## src/rtl/stick_pkg.sv

```systemverilog
// Shared constants and FSM encoding for the stick sorter and the stick renderer.
package stick_pkg;

    localparam int NUM_STICKS    = 8;
    localparam int HEIGHT_W      = 9;
    localparam int STICK_WIDTH   = 40;
    localparam int STICK_SPACING = 80;
    localparam int TOP_EDGE      = 100;

    typedef enum logic [2:0] {
        ST_IDLE    = 3'd0,
        ST_WAIT    = 3'd1,
        ST_COMPARE = 3'd2,
        ST_SWAP    = 3'd3,
        ST_DONE    = 3'd4
    } sort_state_t;

endpackage

```

## src/rtl/frame_pacer.sv

```systemverilog
// Turns vblnk rising edges into frame ticks and emits a one-cycle step pulse
// on every FRAMES_PER_STEP-th tick seen while enabled.
module frame_pacer #(
    parameter int FRAMES_PER_STEP = 30
) (
    input  logic pclk,
    input  logic rst_n,
    input  logic vblnk,
    input  logic clear,
    input  logic enable,
    output logic step
);

    localparam int CNT_W = (FRAMES_PER_STEP > 1) ? $clog2(FRAMES_PER_STEP) : 1;
    localparam logic [CNT_W-1:0] LAST_CNT = CNT_W'(FRAMES_PER_STEP - 1);

    logic             vblnk_q;
    logic [CNT_W-1:0] frame_cnt;
    logic             tick;

    // A long vblnk pulse produces a single tick: only the low-to-high edge counts.
    assign tick = vblnk & ~vblnk_q;
    assign step = enable & tick & (frame_cnt == LAST_CNT);

    always_ff @(posedge pclk) begin
        if (!rst_n) begin
            vblnk_q   <= 1'b0;
            frame_cnt <= '0;
        end else begin
            vblnk_q <= vblnk;
            if (clear) begin
                frame_cnt <= '0;
            end else if (enable && tick) begin
                frame_cnt <= (frame_cnt == LAST_CNT) ? '0 : frame_cnt + CNT_W'(1);
            end
        end
    end

endmodule

```

## src/rtl/stick_sorter.sv

```systemverilog
// Frame-paced bubble sort of NUM_STICKS heights with early exit on a clean pass,
// exposing the working array and comparison cursor for on-screen animation.
module stick_sorter
    import stick_pkg::*;
#(
    parameter int NUM_STICKS      = stick_pkg::NUM_STICKS,
    parameter int HEIGHT_W        = stick_pkg::HEIGHT_W,
    parameter int FRAMES_PER_STEP = 30
) (
    input  logic                           pclk,
    input  logic                           rst_n,
    input  logic                           vblnk,
    input  logic                           start,
    input  logic [NUM_STICKS*HEIGHT_W-1:0] init_heights,
    output logic [NUM_STICKS*HEIGHT_W-1:0] heights,
    output logic [2:0]                     cmp_idx,
    output logic [3:0]                     sorted_from,
    output logic                           last_swap,
    output logic                           busy,
    output logic                           done
);

    sort_state_t         state;
    logic [HEIGHT_W-1:0] h [NUM_STICKS];
    logic [2:0]          idx;
    logic [3:0]          limit;
    logic                pass_swap;

    logic                load;
    logic                step;
    logic [HEIGHT_W-1:0] left;
    logic [HEIGHT_W-1:0] right;
    logic                greater;
    logic                advance;
    logic                end_of_pass;
    logic                pass_swapped;
    logic                finish;

    assign load         = start && (state == ST_IDLE || state == ST_DONE);
    assign left         = h[idx];
    assign right        = h[idx + 3'd1];
    assign greater      = left > right;
    assign advance      = (state == ST_COMPARE && !greater) || (state == ST_SWAP);
    assign end_of_pass  = ({1'b0, idx} + 4'd1) == (limit - 4'd1);
    assign pass_swapped = pass_swap || (state == ST_SWAP);
    assign finish       = end_of_pass && (!pass_swapped || limit == 4'd2);

    frame_pacer #(
        .FRAMES_PER_STEP(FRAMES_PER_STEP)
    ) u_pacer (
        .pclk  (pclk),
        .rst_n (rst_n),
        .vblnk (vblnk),
        .clear (load),
        .enable(state == ST_WAIT),
        .step  (step)
    );

    always_ff @(posedge pclk) begin
        if (!rst_n) begin
            state <= ST_IDLE;
            // NOTE: the height array is reset element by element because it drives a visible output.
            for (int k = 0; k < NUM_STICKS; k++) h[k] <= '0;
            idx       <= '0;
            limit     <= 4'(NUM_STICKS);
            pass_swap <= 1'b0;
            last_swap <= 1'b0;
            busy      <= 1'b0;
            done      <= 1'b0;
        end else begin
            case (state)
                ST_IDLE, ST_DONE: begin
                    if (start) begin
                        for (int k = 0; k < NUM_STICKS; k++) h[k] <= init_heights[k*HEIGHT_W +: HEIGHT_W];
                        idx       <= '0;
                        limit     <= 4'(NUM_STICKS);
                        pass_swap <= 1'b0;
                        last_swap <= 1'b0;
                        busy      <= 1'b1;
                        done      <= 1'b0;
                        state     <= ST_WAIT;
                    end
                end
                ST_WAIT: if (step) state <= ST_COMPARE;
                ST_COMPARE: begin
                    if (greater) state <= ST_SWAP;
                    else         last_swap <= 1'b0;
                end
                ST_SWAP: begin
                    h[idx]        <= right;
                    h[idx + 3'd1] <= left;
                    last_swap     <= 1'b1;
                    pass_swap     <= 1'b1;
                end
                default: state <= ST_IDLE;
            endcase

            // NOTE: this block follows the case so its assignments win (e.g. pass_swap cleared on a new pass).
            if (advance) begin
                if (!end_of_pass) begin
                    idx   <= idx + 3'd1;
                    state <= ST_WAIT;
                end else if (finish) begin
                    limit <= '0;
                    busy  <= 1'b0;
                    done  <= 1'b1;
                    state <= ST_DONE;
                end else begin
                    limit     <= limit - 4'd1;
                    idx       <= '0;
                    pass_swap <= 1'b0;
                    state     <= ST_WAIT;
                end
            end
        end
    end

    for (genvar k = 0; k < NUM_STICKS; k++) begin : g_pack
        assign heights[k*HEIGHT_W +: HEIGHT_W] = h[k];
    end

    assign cmp_idx     = idx;
    assign sorted_from = limit;

endmodule
```

## config.mk

```make
export PLATFORM = sky130hd
export DESIGN_NAME = stick_sorter
export DESIGN_NICKNAME = d
export VERILOG_FILES = /design/src/rtl/stick_pkg.sv /design/src/rtl/frame_pacer.sv /design/src/rtl/stick_sorter.sv
export SDC_FILE = /design/constraint.sdc
export NUM_CORES = 1
export LEC_CHECK = 0
export CORE_MARGIN = 2
export CORE_UTILIZATION = 49
export CTS_BUF_LIST = sky130_fd_sc_hd__clkbuf_8 sky130_fd_sc_hd__clkbuf_16
export DETAILED_ROUTE_END_ITERATION = 6
export PLACE_DENSITY = 0.89
export SETUP_SLACK_MARGIN = 0.5
export SLEW_MARGIN = 20
export SYNTH_ARGS = -nofsm -noshare
export SYNTH_HDL_FRONTEND = slang
export SYNTH_SLANG_ARGS = --single-unit
```

## constraint.sdc

```tcl
create_clock -name pclk -period 4.5 [get_ports pclk]
set_clock_uncertainty 0.05 [all_clocks]
set_input_delay 0.45 -clock pclk [delete_from_list [all_inputs] [get_ports pclk]]
set_output_delay 0.45 -clock pclk [all_outputs]
set_load 0.02 [all_outputs]
```

==> metrics.csv, run 1 <==
stage;metric;value;unit
cts;clock-pin slew of the registers on the worst-case setup and hold paths;0.07;ns
power;Power Density;272;mW/mm^2
synthesis;Async SR Flop Fraction;0;
synthesis;register area share after synthesis;0.437;
cts;# clock sinks;92;
layout;design area;0.00814;sq mm
power;Reg power frac;0.468;
die;Core Area;0.0116;sq mm
power;internal power;1.59;mW
drt;routed via count;6295;
synthesis;synthesized area;0.00587;sq mm
power;sw power;622;uW
cts;Skew-Pair Late Insertion Delay;0.34;ns
die;Die Wd;113;microns
layout;commonest non-fill, non-tap cells in the layout;clkdlybuf4s50_1 (157), nand2_1 (96), edfxtp_1 (72), o221ai_1 (46);
outcome;outcome;complete, no violations;
layout;commonest non-fill, non-tap cell in the layout;clkdlybuf4s50_1;
layout;Util after Layout;0.704;
synthesis;number of synthesized flops with an enable pin;72;
drt;DRT Wirelength;24.2;mm
cts;CTS Root Cell;clkbuf_16;
die;I/O pin count;158;
drt;initial drt markers;872;
cts;total CTS buffers;9;
die;DIE AREA;0.0129;sq mm
timing;Tightest Pin Transition;0.986;ns
timing;Final Hold Viols;0;
power;Lkg Pwr;2.89;nW
timing;setup violators final;0;
placement;HPWL Detailed;17.2;mm
power;Clk pwr share;0.319;
critical_path;worst path required time;4.71;ns
drt;wire length per cell;26.6;microns
power;switching share of power;0.281;
cts;CTS Hold Bufs;0;
timing;fin crit period;3.74;ns
placement;placed instance area;0.00780;sq mm
synthesis;Post-Synthesis Cells;583;
layout;area grow syn2layout;38.8;%
critical_path;Worst R2R Start;cmp_idx[1];
synthesis;Mean Syn Cell Area;10.1;sq um
critical_path;Setup crit start;cmp_idx[1];
critical_path;worst setup path category;flop to flop;
layout;ant diodes;0;
synthesis;area leader, netlist;edfxtp_1;
hold_path;HP Start;done;
drt;vias per cell;6.92;
synthesis;distinct cell type count after synthesis;66;
drt;ANT nets after route;0;
cts;H-Tree Depth;3;
timing;fmax;267;MHz
critical_path;crit end category;flop;
timing;Slew Viols, Final;0;
synthesis;post-synth top area share;0.369;
global_route;first-pass GRT wire length;35.9;mm
synthesis;warning count from the yosys run;0;
synthesis;Yosys reg bits;92;
placement;I/O Buffers;157;
global_route;largest net degree at the start of global routing;61;
timing;setup TNS;0;ns
timing;slew margin rel.;0.339;
critical_path;Crit path largest cell delay;0.47;ns
critical_path;slowest cell on the critical path;or4_1;
hold_path;Hold Path Class;flop to flop;
timing;RSZ-0062 raised after global routing;no;
critical_path;crit start category;flop;
die;die height;113;microns
power;Max VDD drop;0.155;mV
synthesis;largest cells by area after synthesis;edfxtp_1 (37%), o221ai_1 (6.9%), dfxtp_1 (6.8%);
drt;DRC Markers;0;
global_route;Overflow after GRT;0;
critical_path;Critical Path, Cell by Cell;buf_6, and2_1, o2bb2ai_1, a22oi_1, o21ai_1, ha_1, a21oi_1, nor2_1, or4_1, o31a_1, nor2_4, mux2i_1;
critical_path;Worst EP arrival;3.96;ns
cts;CTS tree;yes;
die;FP Rows;39;
synthesis;dominant synthesized flop cell;edfxtp_1;
global_route;vias in the first global route;6212;
power;total power;2.21;mW
die;Initial Utilization;0.507;
synthesis;syn nets;673;
flow_run;max cap viols;0;
layout;proportion of layout cells with a drive suffix above 1;0.132;
global_route;initial antenna violation count;0;
drt;DRT Pass-1 Iters;7;
cts;Clock Path Buffers;2;
global_route;Global Route Usage Sum;0.374;
power;Comb pwr share;0.213;
placement;Placer Congestion;1.05;
layout;nets;852;
critical_path;CP Max Fanout;30;
timing;Hold Slack;0.462;ns
timing;period utilization;0.832;
[path summary, 6_finish.rpt]
check,to,slack (ns),cells after the start
worst max-delay path,sorted_from[0],0.76,12
worst min-delay path,done,0.46,1
worst max register to register,sorted_from[0],0.76,12
worst min register to register,done,0.46,1
[power by group through the flow]
stage	logic (mW)	clock network, mW	registers (mW)
3_3_place_gp	0.453	0	1.05
3_5_place_dp	0.460	0	1.05
6_report	0.472	0.705	1.04
5_1_grt	0.497	0.729	1.04
4_1_cts	0.462	0.699	1.03
2_1_floorplan	0.147	0	1.10
[metal layers]
metal | global-route usage | vias to the layer above | share of wire
li1 | - | 2651 | -
met1 | 0.465 | 2894 | 0.34
met2 | 0.596 | 614 | 0.46
met3 | 0.0972 | 136 | 0.14
met4 | 0.207 | 0 | 0.059
met5 | 0 | - | 0
[cells in the mapped netlist, drive strengths merged (2+ instances only)]
master	n
nand3	27
mux2	5
a22o	2
and2	2
buf	21
mux2i	20
and3	3
clkbuf	12
dfxtp	20
a311oi	2
o22ai	2
xor2	6
o2bb2ai	2
o211ai	3
a211oi	2
nand2b	2
a31o	2
o221ai	46
edfxtp	72
a221o	7
a21oi	17
nor2	44
inv	19
mux4	14
nand4	3
xnor2	4
o31ai	2
o32ai	3
nor2b	5
a22oi	25
nor3b	5
nor3	10
o21ai	29
a31oi	14
a221oi	4
ha	14
nand2	96
[critical path: cells and delay by family (launching register included)]
kind | cells | cell delay (ns)
muxes | 1 | 0.24
AOI/OAI and AO/OA | 5 | 1.16
DFF | 1 | 0.40
buffers and inverters | 1 | 0.32
and+or+nand+nor | 4 | 1.12
adders and majority gates | 1 | 0.37
[metrics by stage]
step / instances / setup slack [ns]
final: 910 / 0.756
after global placement: 893 / 0.636
after detailed placement: 893 / 0.467
after global routing: 910 / 0.528
after CTS: 909 / 0.542
after floorplan: 583 / 0.687
[cells by family after synthesis]
| family | count (synthesis) | share of synthesized area |
|---|---|---|
| multiplexers | 39 | 0.0975 |
| XOR/XNOR | 11 | 0.0203 |
| AND/OR/NAND/NOR | 205 | 0.160 |
| AO/OA/AOI/OAI | 170 | 0.216 |
| adder cells (fa/ha/maj) | 14 | 0.0299 |
| flip-flops | 92 | 0.437 |
| buffers and inverters | 52 | 0.0403 |
[what timing repair did]
| item | CTS | global route |
|---|---|---|
| buffers inserted | 0 | 1 |
| pin swaps | 0 | 2 |
| resized for setup | 1 | 13 |
| cloned | 0 | 0 |
| endpoints found under the setup margin | 6 | 11 |
[cell type report]
type | instances | area (sq um)
fillers | 838 | 3420
multi-input cells | 439 | 3120
repair buffers | 201 | 1930
clock inverters | 6 | 31.3
clock buffers | 10 | 239
inverters | 19 | 71.3
flip-flops and latches | 92 | 2570
well taps | 143 | 179
[registers in the layout, summed over array words and instances (netlist names), 3 cells and up]
name               cells
sorted_from            4
u_pacer.frame_cnt      5
h                     72
state                  3
cmp_idx                3
Note: power is estimated with default switching activity, not from simulation.
==> inputs of run 2 (changes only) <==
Settings changed: CORE_UTILIZATION 49 to 45, PLACE_DENSITY 0.89 to 0.86.
Clock period 4.5 ns to 3.1 ns, I/O delays scaled along.
==> run 2 against run 1 <==
  * The run now ends with negative setup slack left
  * Critical path depth up 2
  * Utilization down 0.97 points
  * Die area up 8.6%
  * Design area up 8.1%
  * Largest cell class unchanged
==> metrics.csv, run 2 (synthesis gave the netlist of run 1 again) <==
stage;metric;value;unit
timing;period utilization;1.11;
timing;Final Hold Viols;0;
drt;Top Layer Used;met4;
die;Initial Utilization;0.463;
layout;proportion of layout cells with a drive suffix above 1;0.216;
layout;multi-input logic area;0.00316;sq mm
power;total power;3.27;mW
die;Core Area;0.0127;sq mm
cts;clock-pin slew of the registers on the worst-case setup and hold paths;0.07;ns
layout;nets;926;
outcome;failing checks;negative setup slack;
layout;Top reg by flops;h;
flow_run;max cap viols;0;
cts;# clock sinks;92;
cts;Clock Path Buffers;2;
drt;initial drt markers;1020;
layout;max reg flops;72;
layout;Util after Layout;0.694;
placement;Placer Congestion;0.976;
critical_path;crit end category;flop;
critical_path;Crit path largest cell delay;0.47;ns
critical_path;Worst EP arrival;3.62;ns
layout;ant diodes;0;
die;die height;118;microns
drt;wire length per cell;24.0;microns
drt;met2 wire length;11.0;mm
drt;routed via count;6493;
global_route;first-pass GRT wire length;36.4;mm
global_route;initial antenna violation count;1;
timing;setup violators final;14;
placement;Post-Place Setup Slack;-0.303;ns
die;FP Rows;41;
die;DIE AREA;0.0140;sq mm
critical_path;crit start category;flop;
cts;CTS tree;yes;
layout;design area;0.00880;sq mm
hold_path;hold depth;1;
placement;HPWL Detailed;18.3;mm
timing;Slew Viols, Final;0;
critical_path;worst path required time;3.28;ns
power;Lkg Pwr;3.28;nW
layout;register area;0.00257;sq mm
drt;DRT Pass-1 Iters;6;
timing;RSZ-0062 raised after global routing;yes;
die;Die Wd;118;microns
outcome;outcome;finished with violations;
critical_path;CP dominant cell by count;buf_4;
drt;DRC Markers;0;
global_route;largest net degree at the start of global routing;31;
drt;ANT nets after route;0;
drt;vias per cell;6.41;
power;Max VDD drop;0.250;mV
timing;Tightest Pin Transition;0.702;ns
drt;DRT Wirelength;24.3;mm
critical_path;Critical Path, Cell by Cell;ha_4, xor2_2, buf_4, buf_4, mux2i_1, o211ai_1, a2bb2oi_2, ha_1, a21oi_2, nor2_1, or4_1, o31a_1, nand2b_4, o31ai_1;
drt;metal3 WL;3.13;mm
timing;PnR worst setup slack;-0.340;ns
placement;placed instance area;0.00850;sq mm
critical_path;worst setup path category;flop to flop;
layout;area grow syn2layout;50.0;%
global_route;Global Route Usage Sum;0.340;
global_route;vias in the first global route;6466;
hold_path;Hold Path Class;flop to flop;
timing;fmax;291;MHz
cts;CTS Hold Bufs;0;
timing;slew margin rel.;0.531;
placement;I/O Buffers;157;
layout;commonest non-fill, non-tap cells in the layout;clkdlybuf4s50_1 (157), buf_4 (113), nand2_1 (96), edfxtp_1 (72), o221ai_1 (46);
critical_path;slowest cell on the critical path;or4_1;
cts;CTS Root Cell;clkbuf_16;
die;I/O pin count;158;
drt;met1 WL;8.80;mm
critical_path;worst r2r path cells;14;
critical_path;CP Max Fanout;10;
layout;commonest non-fill, non-tap cell in the layout;clkdlybuf4s50_1;
cts;H-Tree Depth;3;
cts;Skew-Pair Late Insertion Delay;0.34;ns
layout;fill count;960;
timing;fin crit period;3.44;ns
layout;Layout Cells excl Fill;1013;
global_route;Overflow after GRT;0;
cts;total CTS buffers;9;
placement;Inst Count DP;996;
power;Power Density;372;mW/mm^2
## run 2: per-stage QoR
step | TNS [ns] | hold WS [ns]
2_1_floorplan | -3.11 | 0.359
3_3_place_gp | -2.19 | 0.400
3_5_place_dp | -3.45 | 0.420
4_1_cts | -3.55 | 0.431
5_1_grt | -5.89 | 0.457
6_report | -4.35 | 0.439
## run 2: routing by layer
metal | global-route usage | up-vias
met1 | 0.434 | 2985
met2 | 0.539 | 586
li1 | - | 2804
met4 | 0.172 | 0
met3 | 0.0820 | 118
met5 | 0 | -
## run 2: path summary, 6_finish.rpt
kind / endpoint / start / slack [ns]
setup / recovery: cmp_idx[0] / cmp_idx[0] / -0.34
hold / removal: done / done / 0.44
setup reg to reg: cmp_idx[0] / cmp_idx[0] / -0.34
hold reg to reg: done / done / 0.44
## run 2: critical path, delay by kind of cell, from the launching register on
kind	cells	cell delay, ns
flip-flops	1	0.36
multiplexers	1	0.09
AO/OA/AOI/OAI	5	1.12
adder cells (fa/ha/maj)	2	0.42
AND/OR/NAND/NOR	3	0.70
XOR/XNOR	1	0.18
buffers and inverters	2	0.40
## run 2: what timing repair did
item | CTS | global route
resized for setup | 1 | 3
cloned | 0 | 0
setup endpoints to repair | 14 | 23
setup buffers | 1 | 0
pin swaps | 2 | 2
## run 2: area by class of cell
| type | instances | share of cell area |
|---|---|---|
| inverters | 19 | 0.00811 |
| clock inverters | 6 | 0.00384 |
| repair buffers | 275 | 0.285 |
| flip-flops and latches | 92 | 0.292 |
| multi-input cells | 439 | 0.359 |
| well taps | 172 | 0.0245 |
| clock buffers | 10 | 0.0272 |
## run 2: power by group
group / internal, mW / total [mW] / switching [mW]
Clock: 0.559 / 1.02 / 0.466
Combinational: 0.371 / 0.743 / 0.372
Sequential: 1.42 / 1.51 / 0.0816
